File: src/rtl/hazard_scoreboard_unit.sv
// hazard_scoreboard_unit: load-use, long-unit scoreboard, branch-flush and memory-wait hazard control
module hazard_scoreboard_unit #(
    parameter int NUM_REGS  = 32,
    parameter int REG_AW    = $clog2(NUM_REGS),
    parameter int LU_DEPTH  = 4,
    parameter bit LU_BYPASS = 1'b1,
    parameter int STAT_W    = 16,
    localparam int CNT_W    = $clog2(LU_DEPTH + 1)
) (
    input  logic              clk,
    input  logic              rst_n,
    input  logic [REG_AW-1:0] id_rs1,
    input  logic [REG_AW-1:0] id_rs2,
    input  logic              id_rs1_used,
    input  logic              id_rs2_used,
    input  logic [REG_AW-1:0] id_rd,
    input  logic              id_reg_write,
    input  logic              id_long,
    input  logic [REG_AW-1:0] id_ex_rd,
    input  logic              id_ex_mem_read,
    input  logic              pc_src,
    input  logic              dmem_stall,
    input  logic              lu_issue,
    input  logic [REG_AW-1:0] lu_issue_rd,
    input  logic              lu_done,
    input  logic [REG_AW-1:0] lu_done_rd,
    output logic              stall_if,
    output logic              stall_id,
    output logic              stall_ex,
    output logic              flush_id,
    output logic              flush_ex,
    output logic [CNT_W-1:0]  sb_count,
    output logic              sb_full,
    output logic [STAT_W-1:0] stall_cycles
);
    logic [NUM_REGS-1:0] pending, pending_nxt;
    logic [CNT_W-1:0] cnt_nxt;
    logic rs1_chk, rs2_chk, byp1, byp2;
    logic load_use, sb_raw, sb_waw, struct_hz, hazard;

    assign rs1_chk   = id_rs1_used && id_rs1 != '0;
    assign rs2_chk   = id_rs2_used && id_rs2 != '0;
    assign byp1      = LU_BYPASS && lu_done && lu_done_rd == id_rs1;
    assign byp2      = LU_BYPASS && lu_done && lu_done_rd == id_rs2;
    assign load_use  = id_ex_mem_read && id_ex_rd != '0 &&
                       ((rs1_chk && id_ex_rd == id_rs1) || (rs2_chk && id_ex_rd == id_rs2));
    assign sb_raw    = (rs1_chk && pending[id_rs1] && !byp1) || (rs2_chk && pending[id_rs2] && !byp2);
    assign sb_waw    = id_reg_write && id_rd != '0 && pending[id_rd];
    assign struct_hz = id_long && sb_full && !lu_done;
    assign hazard    = load_use || sb_raw || sb_waw || struct_hz;

    // memory wait outranks a taken branch: the branch re-resolves once the pipe resumes
    assign stall_if = dmem_stall || (!pc_src && hazard);
    assign stall_id = stall_if;
    assign stall_ex = dmem_stall;
    assign flush_id = !dmem_stall && pc_src;
    assign flush_ex = !dmem_stall && (pc_src || hazard);
    assign sb_full  = sb_count == CNT_W'(LU_DEPTH);

    // clear before set so a same-cycle reissue of a completing register stays outstanding
    always_comb begin
        pending_nxt = pending;
        if (lu_done) pending_nxt[lu_done_rd] = 1'b0;
        if (lu_issue && lu_issue_rd != '0) pending_nxt[lu_issue_rd] = 1'b1;
    end

    always_comb
        cnt_nxt = (lu_issue && !lu_done && !sb_full)       ? sb_count + 1'b1 :
                  (lu_done && !lu_issue && sb_count != '0) ? sb_count - 1'b1 : sb_count;

    always_ff @(posedge clk or negedge rst_n) begin
        if (!rst_n) begin
            pending      <= '0;
            sb_count     <= '0;
            stall_cycles <= '0;
        end else begin
            pending  <= pending_nxt;
            sb_count <= cnt_nxt;
            if (stall_if && stall_cycles != '1) stall_cycles <= stall_cycles + 1'b1;
        end
    end

    a_no_overflow: assert property (@(posedge clk) disable iff (!rst_n)
        !(lu_issue && !lu_done && sb_full));
    a_no_underflow: assert property (@(posedge clk) disable iff (!rst_n)
        !(lu_done && !lu_issue && sb_count == '0));
endmodule

File: config.mk
export PLATFORM = sky130hd
export DESIGN_NAME = hazard_scoreboard_unit
export DESIGN_NICKNAME = d
export VERILOG_FILES = /design/src/rtl/hazard_scoreboard_unit.sv
export SDC_FILE = /design/constraint.sdc
export NUM_CORES = 1
export LEC_CHECK = 0
export CAP_MARGIN = 40
export CORE_MARGIN = 2
export CORE_UTILIZATION = 34
export CTS_BUF_LIST = sky130_fd_sc_hd__clkbuf_4 sky130_fd_sc_hd__clkbuf_8
export DETAILED_ROUTE_END_ITERATION = 6
export PLACE_DENSITY = 0.68
export SETUP_SLACK_MARGIN = 0.02
export SYNTH_ARGS = -nofsm -noshare
export SYNTH_HDL_FRONTEND = slang
export SYNTH_SLANG_ARGS = --single-unit
File: constraint.sdc
create_clock -name clk -period 7.65 [get_ports clk]
set_clock_uncertainty 0.2 [all_clocks]
set_input_delay 2.295 -clock clk [delete_from_list [all_inputs] [get_ports clk]]
set_output_delay 2.295 -clock clk [all_outputs]
set_load 0.05 [all_outputs]
# Word level (Yosys, flattened, before mapping)
# Cells that the tools add are included.
# Widths: inputs -> output; s select.
[classes] add_sub_neg=3 magnitude_cmp=7 eq_ne=6 mux=14 bitwise_logic=3 reduce_logical=48
[op_table] op="$mux 32" count=2
[op_table] op="$and 32x32->32" count=1
[op_table] op="$not 32->32" count=1
[op_table] op="$or 32x32->32" count=1
[op_table] op="$lt 5x6->1 const B" count=5
[op_table] op="$logic_and 1x1->1" count=27
[op_table] op="$reduce_bool 5->1" count=5
[op_table] op="$eq 5x5->1" count=4
[op_table] op="$add 16x1->16 const B" count=1
[op_table] op="$ne 16x16->1 const B" count=1
[op_table] op="$bmux 1 s5" count=3
[op_table] op="$demux 1 s5" count=2
[op_table] op="$ge 5x1->1 const B" count=2
[op_table] op="$logic_not 1->1" count=7
[op_table] op="$logic_or 1x1->1" count=7
[op_table] op="$mux 3" count=2
[op_table] op="$mux 1" count=5
[op_table] op="$add 3x1->3 const B" count=1
[op_table] op="$eq 3x3->1 const B" count=1
[op_table] op="$reduce_bool 3->1" count=1
[op_table] op="$sub 3x1->3 const B" count=1
[op_table] op="$reduce_bool 2->1" count=1
[word_totals] ff_bits=51 in_bits=41 out_inout_bits=25 wordCells=84

# Logic depth before layout (Yosys ltp)
# Gate-level depths: netlist of the first run.
[logic_depth] ltp_word=11 depth_mapped=9 depth_no_buf=8

# Least setup slack after synthesis of the first run
# No wires, ideal clock.
[synth_path] path_kind="in2out" start="input id_rd[2]" end="output flush_ex" arrival_time_ns=4.233 t_required_ns=5.155 slack_ns=0.922 path_stages=7 n_path_buf=1 cell_sequence="clkbuf_1 > nor3b_1 > a21boi_0 > a22oi_1 > o2111ai_2 > and2_2 > a31oi_1"
[synth_between] elab_chain_len=7 word_cells_on_any_way=9 cone_classes="mux (2); reduce/logical (7)"
[synth_lines] element="start: declaration" line_no="16" rtl="input logic [REG_AW-1:0] id_rd,"
[synth_lines] element="$bmux 1 s5 / $reduce_bool 5->1 (equally long branches)" line_no="48" rtl="assign sb_waw = id_reg_write && id_rd != '0 && pending[id_rd];"
[synth_lines] element="$mux 1 (not written as such) / $logic_and 1x1->1 (equally long branches)" line_no="48"
[synth_lines] element="$logic_and 1x1->1 *" line_no="48"
[synth_lines] element="$logic_or 1x1->1 * (2 in a row)" line_no="50" rtl="assign hazard = load_use || sb_raw || sb_waw || struct_hz;"
[synth_lines] element="$logic_or 1x1->1 *" line_no="57" rtl="assign flush_ex = !dmem_stall && (pc_src || hazard);"
[synth_lines] element="$logic_and 1x1->1 *" line_no="57"
[synth_lines] element="end: declaration" line_no="31" rtl="output logic flush_ex,"
# Mark *: on every way between the ends. The rest lies on a longest branch, timed or not. The select of a mux whose other input is x is not followed.

# Worst setup path in the final report of the first run
[layout_path] start="input id_rd[1]" end="output stall_if"
[layout_between] elab_chain_len=7 word_cells_on_any_way=9 cone_classes="mux (2); reduce/logical (7)"
[layout_lines] element="$bmux 1 s5 / $reduce_bool 5->1 (equally long branches)" line_no="48"
[layout_lines] element="$mux 1 (not written as such) / $logic_and 1x1->1 (equally long branches)" line_no="48"
[layout_lines] element="$logic_and 1x1->1 *" line_no="48"
[layout_lines] element="$logic_or 1x1->1 * (2 in a row)" line_no="50"
[layout_lines] element="$logic_and 1x1->1 *" line_no="53" rtl="assign stall_if = dmem_stall || (!pc_src && hazard);"
[layout_lines] element="$logic_or 1x1->1 *" line_no="53"
[layout_lines] element="end: declaration" line_no="27" rtl="output logic stall_if,"
# Marked as above.

==> metrics, run 1 <==
die width 107 um; drt via density 5.72; WS Path Type input port to primary output; worst hold path type flip-flop to flip-flop; outcome completed; Min-Delay Path Depth 1; layout cell share with drive strength beyond 1 14.7%; Gate power share 43.9%; post-synthesis sequential area ratio 35.2%; number of port buffers 65; post-synth design cell area 0.00363 mm2; CTS clk-pin slew, worst paths 0.11 ns; Synth top cells by count o21ai_0, dfrtp_1, xnor2_1, nand3_1, mux4_2; DRT Wirelength 10200 um; FF-to-FF path depth 8; Peak VDD IR 0.203 mV; Residual DRC 0; P per Cell Area 233 mW/mm2; P_sw 435 uW; vias in the first global route 3020; Synth cell types 56; Slew Viols, Final 0; PnR Total Power 1.05 mW; CTS sink cnt 51; Synth area leaders dfrtp_1, mux4_2, o21ai_0, xnor2_1, nand3_1; Yosys top cell by area dfrtp_1; RePlAce Congestion 0.930; part of the power in registers 40.5%; Top delay family on crit path compound AO/OA/AOI/OAI gates; Worst path max stage delay 0.73 ns; post-route ant nets 0; synthesized flop and latch total 51; gr ovfl total 0; placed cells 536; CTS tree yes; crit path DAT 4.76 ns; Worst-Margin Slew 0.645 ns; DR iter-0 viols 211; async set or reset register ratio after synthesis 100%; n_diodes 0; Max Cap Viol 0; die area 0.0115 mm2; synthesized net count 391; Critical Path End Type primary output; dominant synthesized flop cell dfrtp_1; post_cts resized 0; hold_buf cts 0; nets 450; largest net degree at the start of global routing 52; synthesis-to-layout area growth 23.6%; drt pass-1 iters 4; CP Cell Sequence clkdlybuf4s50_1, mux2_2, a222oi_1, a22oi_1, o2111ai_2, a41oi_4, buf_12; Post-CTS Setup Repair Bufs 0; Critical Path Fanout Max 9; FP Rows 37; Starting Density 35.1%; Post-synth EDFFs 0; Avg Synthesized Cell Area 10.4 um2; latest clock arrival within the worst-skew pair 0.31 ns; setup violators final 0; CP max-delay cell clkdlybuf4s50_1; core area 0.0103 mm2; DR vias 3110; placed wire-length estimate 7440 um; Ports 66; Tmin final 7.26 ns; critical path required time 5.16 ns; TNS Setup 0 ns; Syn Inst Count 348; Final Hold Fails 0; count leader, synth o21ai_0; Yosys warning total 0; maximum clock path buffer count 2; share of the synthesized area in the top cell type 35.2%; Leak 1.69 nW; Clock Power Share 15.6%; GRT Total Usage 17.9%; maximum clock rate 138 MHz; Root Buffer clkbuf_8; RSZ-0062 raised after global routing false; Internal 612 uW; critical path depth 7; final cell count without fillers 544; fillers 972; CP Launch Type input port; initial antenna violation count 0; switching share of total power 41.5%; DR WL/cell 18.7 um; Slew Limit Headroom 57.0%; Die Y 107 um; H-tree lvl count 2; first-pass GRT wire length 16100 um; total CTS buffers 5; fin crit share 94.9%; CP Buf/Inv Count 2
==> sequential cells by signal (all words and copies together), names as in the netlist <==
name	count
pending	32
sb_count	3
stall_cycles	16
==> cells in the final DEF, fill, tap and decap left out, types with 3 or more instances in the layout <==
master            n
dfrtp_1          51
o21ai_1           3
and3_1            8
clkdlybuf4s50_1  61
xor2_1            9
mux2_2            7
nor4_1            3
inv_1             3
mux4_2           18
nand3b_1         12
clkbuf_8          5
a31oi_1           4
or4_1             4
mux2i_1           9
nand4_1           5
nand2b_1          4
o21ai_0          64
nor3_1            3
or3b_2            4
a21oi_1           5
nand2_1          11
and2_1            3
nor2_1           11
or3_1             3
xnor2_1          25
nor3b_1           3
nand3_1          21
buf_4            10
==> power by group through the flow <==
stage | clock network, mW | registers [mW] | logic, mW
after floorplan | 0 | 0.477 | 0.244
after global placement | 0 | 0.423 | 0.452
after detailed placement | 0 | 0.425 | 0.461
after CTS | 0.168 | 0.420 | 0.462
after global routing | 0.180 | 0.434 | 0.498
final | 0.163 | 0.424 | 0.460
==> worst paths after layout <==
path,start,endpoint,slack [ns]
setup / recovery,id_rd[1],stall_if,0.39
hold / removal,stall_cycles[10],stall_cycles[10],0.30
setup reg to reg,pending[5],stall_cycles[12],4.77
hold reg to reg,stall_cycles[10],stall_cycles[10],0.30
max in group asynchronous,rst_n,pending[20],4.92
min in group asynchronous,rst_n,stall_cycles[15],1.86
==> worst register-to-register path, stage by stage, from the launching register on <==
cell       delay (ns)
dfrtp_1          0.46
mux2_4           0.29
a222oi_1         0.41
a22oi_1          0.16
o2111ai_2        0.30
a41oi_4          0.26
buf_4            0.27
nor2b_4          0.14
mux2_4           0.29
==> layout make-up <==
class,count,area (um2),area share [%]
multi-input cells,272,2200,49.1
flip-flops and latches,51,1280,28.5
repair buffers,74,731,16.3
well taps,136,170,3.80
clock buffers,6,76.3,1.70
clock inverters,2,16.3,0.363
inverters,3,11.3,0.251
==> kinds of logic (layout without fill, tap and decap cells) <==
logic type | after synthesis | count (layout) | share of synthesized area (%)
xor gates and xnor gates | 34 | 34 | 8.21
adders and majority gates | 2 | 2 | 0.897
buffers and inverters | 25 | 85 | 4.14
AOI/OAI and AO/OA | 91 | 91 | 15.2
and+or+nand+nor | 105 | 105 | 17.6
muxes | 40 | 40 | 18.7
DFF | 51 | 51 | 35.2
==> through the flow <==
| stage | hold WS [ns] | util [%] | setup WS (ns) | instance area [um2] |
|---|---|---|---|---|
| final | 0.299 | 43.4 | 0.391 | 4480 |
| after global placement | 0.281 | 42.5 | 0.491 | 4390 |
| after CTS | 0.302 | 43.4 | 0.396 | 4480 |
| after global routing | 0.321 | 43.4 | 0.235 | 4480 |
| after detailed placement | 0.287 | 42.5 | 0.408 | 4390 |
| after floorplan | 0.289 | - | 0.922 | 3630 |
==> layer usage <==
metal / global-route usage, % / part of all wire, %
met5: 0 / 0
met4: 5.57 / 1.8
met3: 3.15 / 6.9
met2: 28.7 / 46
met1: 24.7 / 45
No activity file was read; power rests on OpenSTA's default activity.
==> run 2, diff against run 1 <==
--- a/config.mk
+++ b/config.mk
@@ -6,7 +6,7 @@
 export NUM_CORES = 1
 export LEC_CHECK = 0
 export CAP_MARGIN = 40
-export CORE_MARGIN = 2
+export CORE_MARGIN = 8
 export CORE_UTILIZATION = 34
 export CTS_BUF_LIST = sky130_fd_sc_hd__clkbuf_4 sky130_fd_sc_hd__clkbuf_8
 export DETAILED_ROUTE_END_ITERATION = 6
==> run 2 against run 1 <==
  * Total power about the same
  * Highest routed layer unchanged
  * Combinational power hardly changed
  * Design area up 0.14%
  * Clock power hardly changed
  * Non-clock buffer count unchanged
  * Via count grew 1.6%
  * Final cell count stayed put
  * Maximum frequency fell by 0.11%
==> metrics, run 2 (synthesis gave the netlist of run 1 again) <==
post-route ant nets 0; final setup margin 0.383 ns; layout cell share with drive strength beyond 1 14.7%; WS Path Type input port to primary output; DR vias 3159; RR Endpoint stall_cycles[12]; part of the power in registers 40.2%; crit path DAT 4.77 ns; fin crit share 95.0%; core area 0.0103 mm2; R2R Path Start pending[5]; initial antenna violation count 0; gr ovfl total 0; vias in the first global route 3152; worst hold path type flip-flop to flip-flop; number of port buffers 65; CTS tree yes; TNS Setup 0 ns; Clock Power Share 15.7%; synthesis-to-layout area growth 23.7%; Min-Delay Path Depth 1; placed wire-length estimate 7710 um; critical path depth 9; Post-CTS Setup Repair Bufs 0; Die Y 119 um; n_diodes 0; Critical Path End Type primary output; Top delay family on crit path buffers and inverters; Placed Area 0.00439 mm2; max reg flops 32; largest net degree at the start of global routing 52; GRT Total Usage 14.3%; post_cts resized 0; P_sw 431 uW; drt via density 5.81; DR iter-0 viols 232; H-tree lvl count 2; CTS sink cnt 51; outcome completed; RePlAce Congestion 0.915; DRT Wirelength 10200 um; Tmin final 7.27 ns; hold path endpoint stall_cycles[10]; Slew Viols, Final 0; design area 0.00449 mm2; Residual DRC 0; most frequent cells in the layout o21ai_0, clkdlybuf4s50_1, dfrtp_1, xnor2_1, nand3_1; Internal 616 uW; hold_buf cts 0; drt pass-1 iters 5; Critical Path Fanout Max 7; maximum clock rate 138 MHz; Peak VDD IR 0.223 mV; setup violators final 0; maximum clock path buffer count 2; Slew Limit Headroom 57.3%; Worst path max stage delay 0.62 ns; PnR Total Power 1.05 mW; RSZ-0062 raised after global routing false; placed cells 536; FF-to-FF setup slack 4.77 ns; FP Rows 37; Gate power share 44.1%; min-delay src stall_cycles[10]; CP most frequent cell buf_4; P per Cell Area 233 mW/mm2; Worst-Margin Slew 0.640 ns; CTS clk-pin slew, worst paths 0.09 ns; CP Cell Sequence clkdlybuf4s50_1, buf_4, mux2_2, a222oi_1, a22oi_1, o2111ai_2, and2_2, a31oi_1, buf_4; nets 450; Final Hold Fails 0; switching share of total power 41.2%; Leak 1.70 nW; latest clock arrival within the worst-skew pair 0.31 ns; final cell count without fillers 544; Setup WS pre-CTS 0.388 ns; FF-to-FF path depth 8; most common cell after layout, fill and taps aside o21ai_0; die area 0.0142 mm2; die width 119 um; CP Launch Type input port; most flop-heavy register pending; largest registers pending: 32 flops, stall_cycles: 16 flops, sb_count: 3 flops; total CTS buffers 5; CP Buf/Inv Count 3; critical path required time 5.16 ns; Max Cap Viol 0; Ports 66; CP max-delay cell clkdlybuf4s50_1; Root Buffer clkbuf_8; Starting Density 35.1%; first-pass GRT wire length 16900 um; DR WL/cell 18.7 um
==> run 2: worst max path at each step <==
stage | startpoint | slack (ns) | endpoint
2_1_floorplan | id_rd[2] | 0.92 | flush_ex
3_3_place_gp | id_rs2[0] | 0.45 | stall_id
3_5_place_dp | id_rd[0] | 0.39 | flush_ex
4_1_cts | id_rs2[0] | 0.39 | stall_id
5_1_grt | id_rs2[0] | 0.26 | stall_if
6_report | id_rd[0] | 0.38 | flush_ex
==> run 2: through the flow <==
| stage | utilization [%] | hold slack (ns) |
|---|---|---|
| after floorplan | - | 0.289 |
| after global placement | 42.5 | 0.280 |
| after detailed placement | 42.5 | 0.279 |
| after CTS | 43.5 | 0.294 |
| after global routing | 43.5 | 0.333 |
| final | 43.5 | 0.289 |
==> run 2: power by group through the flow <==
stage	Sequential [mW]	Combinational [mW]	Clock, mW
3_5_place_dp	0.423	0.464	0
4_1_cts	0.418	0.466	0.168
5_1_grt	0.431	0.503	0.179
3_3_place_gp	0.421	0.456	0
6_report	0.421	0.462	0.164
2_1_floorplan	0.477	0.244	0
==> run 2: metal layers <==
metal  routed length (um)  vias up  GRT usage, %
li1                     -     1441             -
met1                 4570     1559          19.3
met2                 4570      147          23.0
met3                  856       12          2.83
met4                  153        0          3.75
met5                    0        -             0
==> run 2: cell type report <==
type	instances	area, um2
clock buffer	6	82.6
sequential	51	1280
clock inverter	2	16.3
fill	978	5830
inverter	3	11.3
multi-input combinational	272	2200
timing repair buffer	74	731
tap	136	170
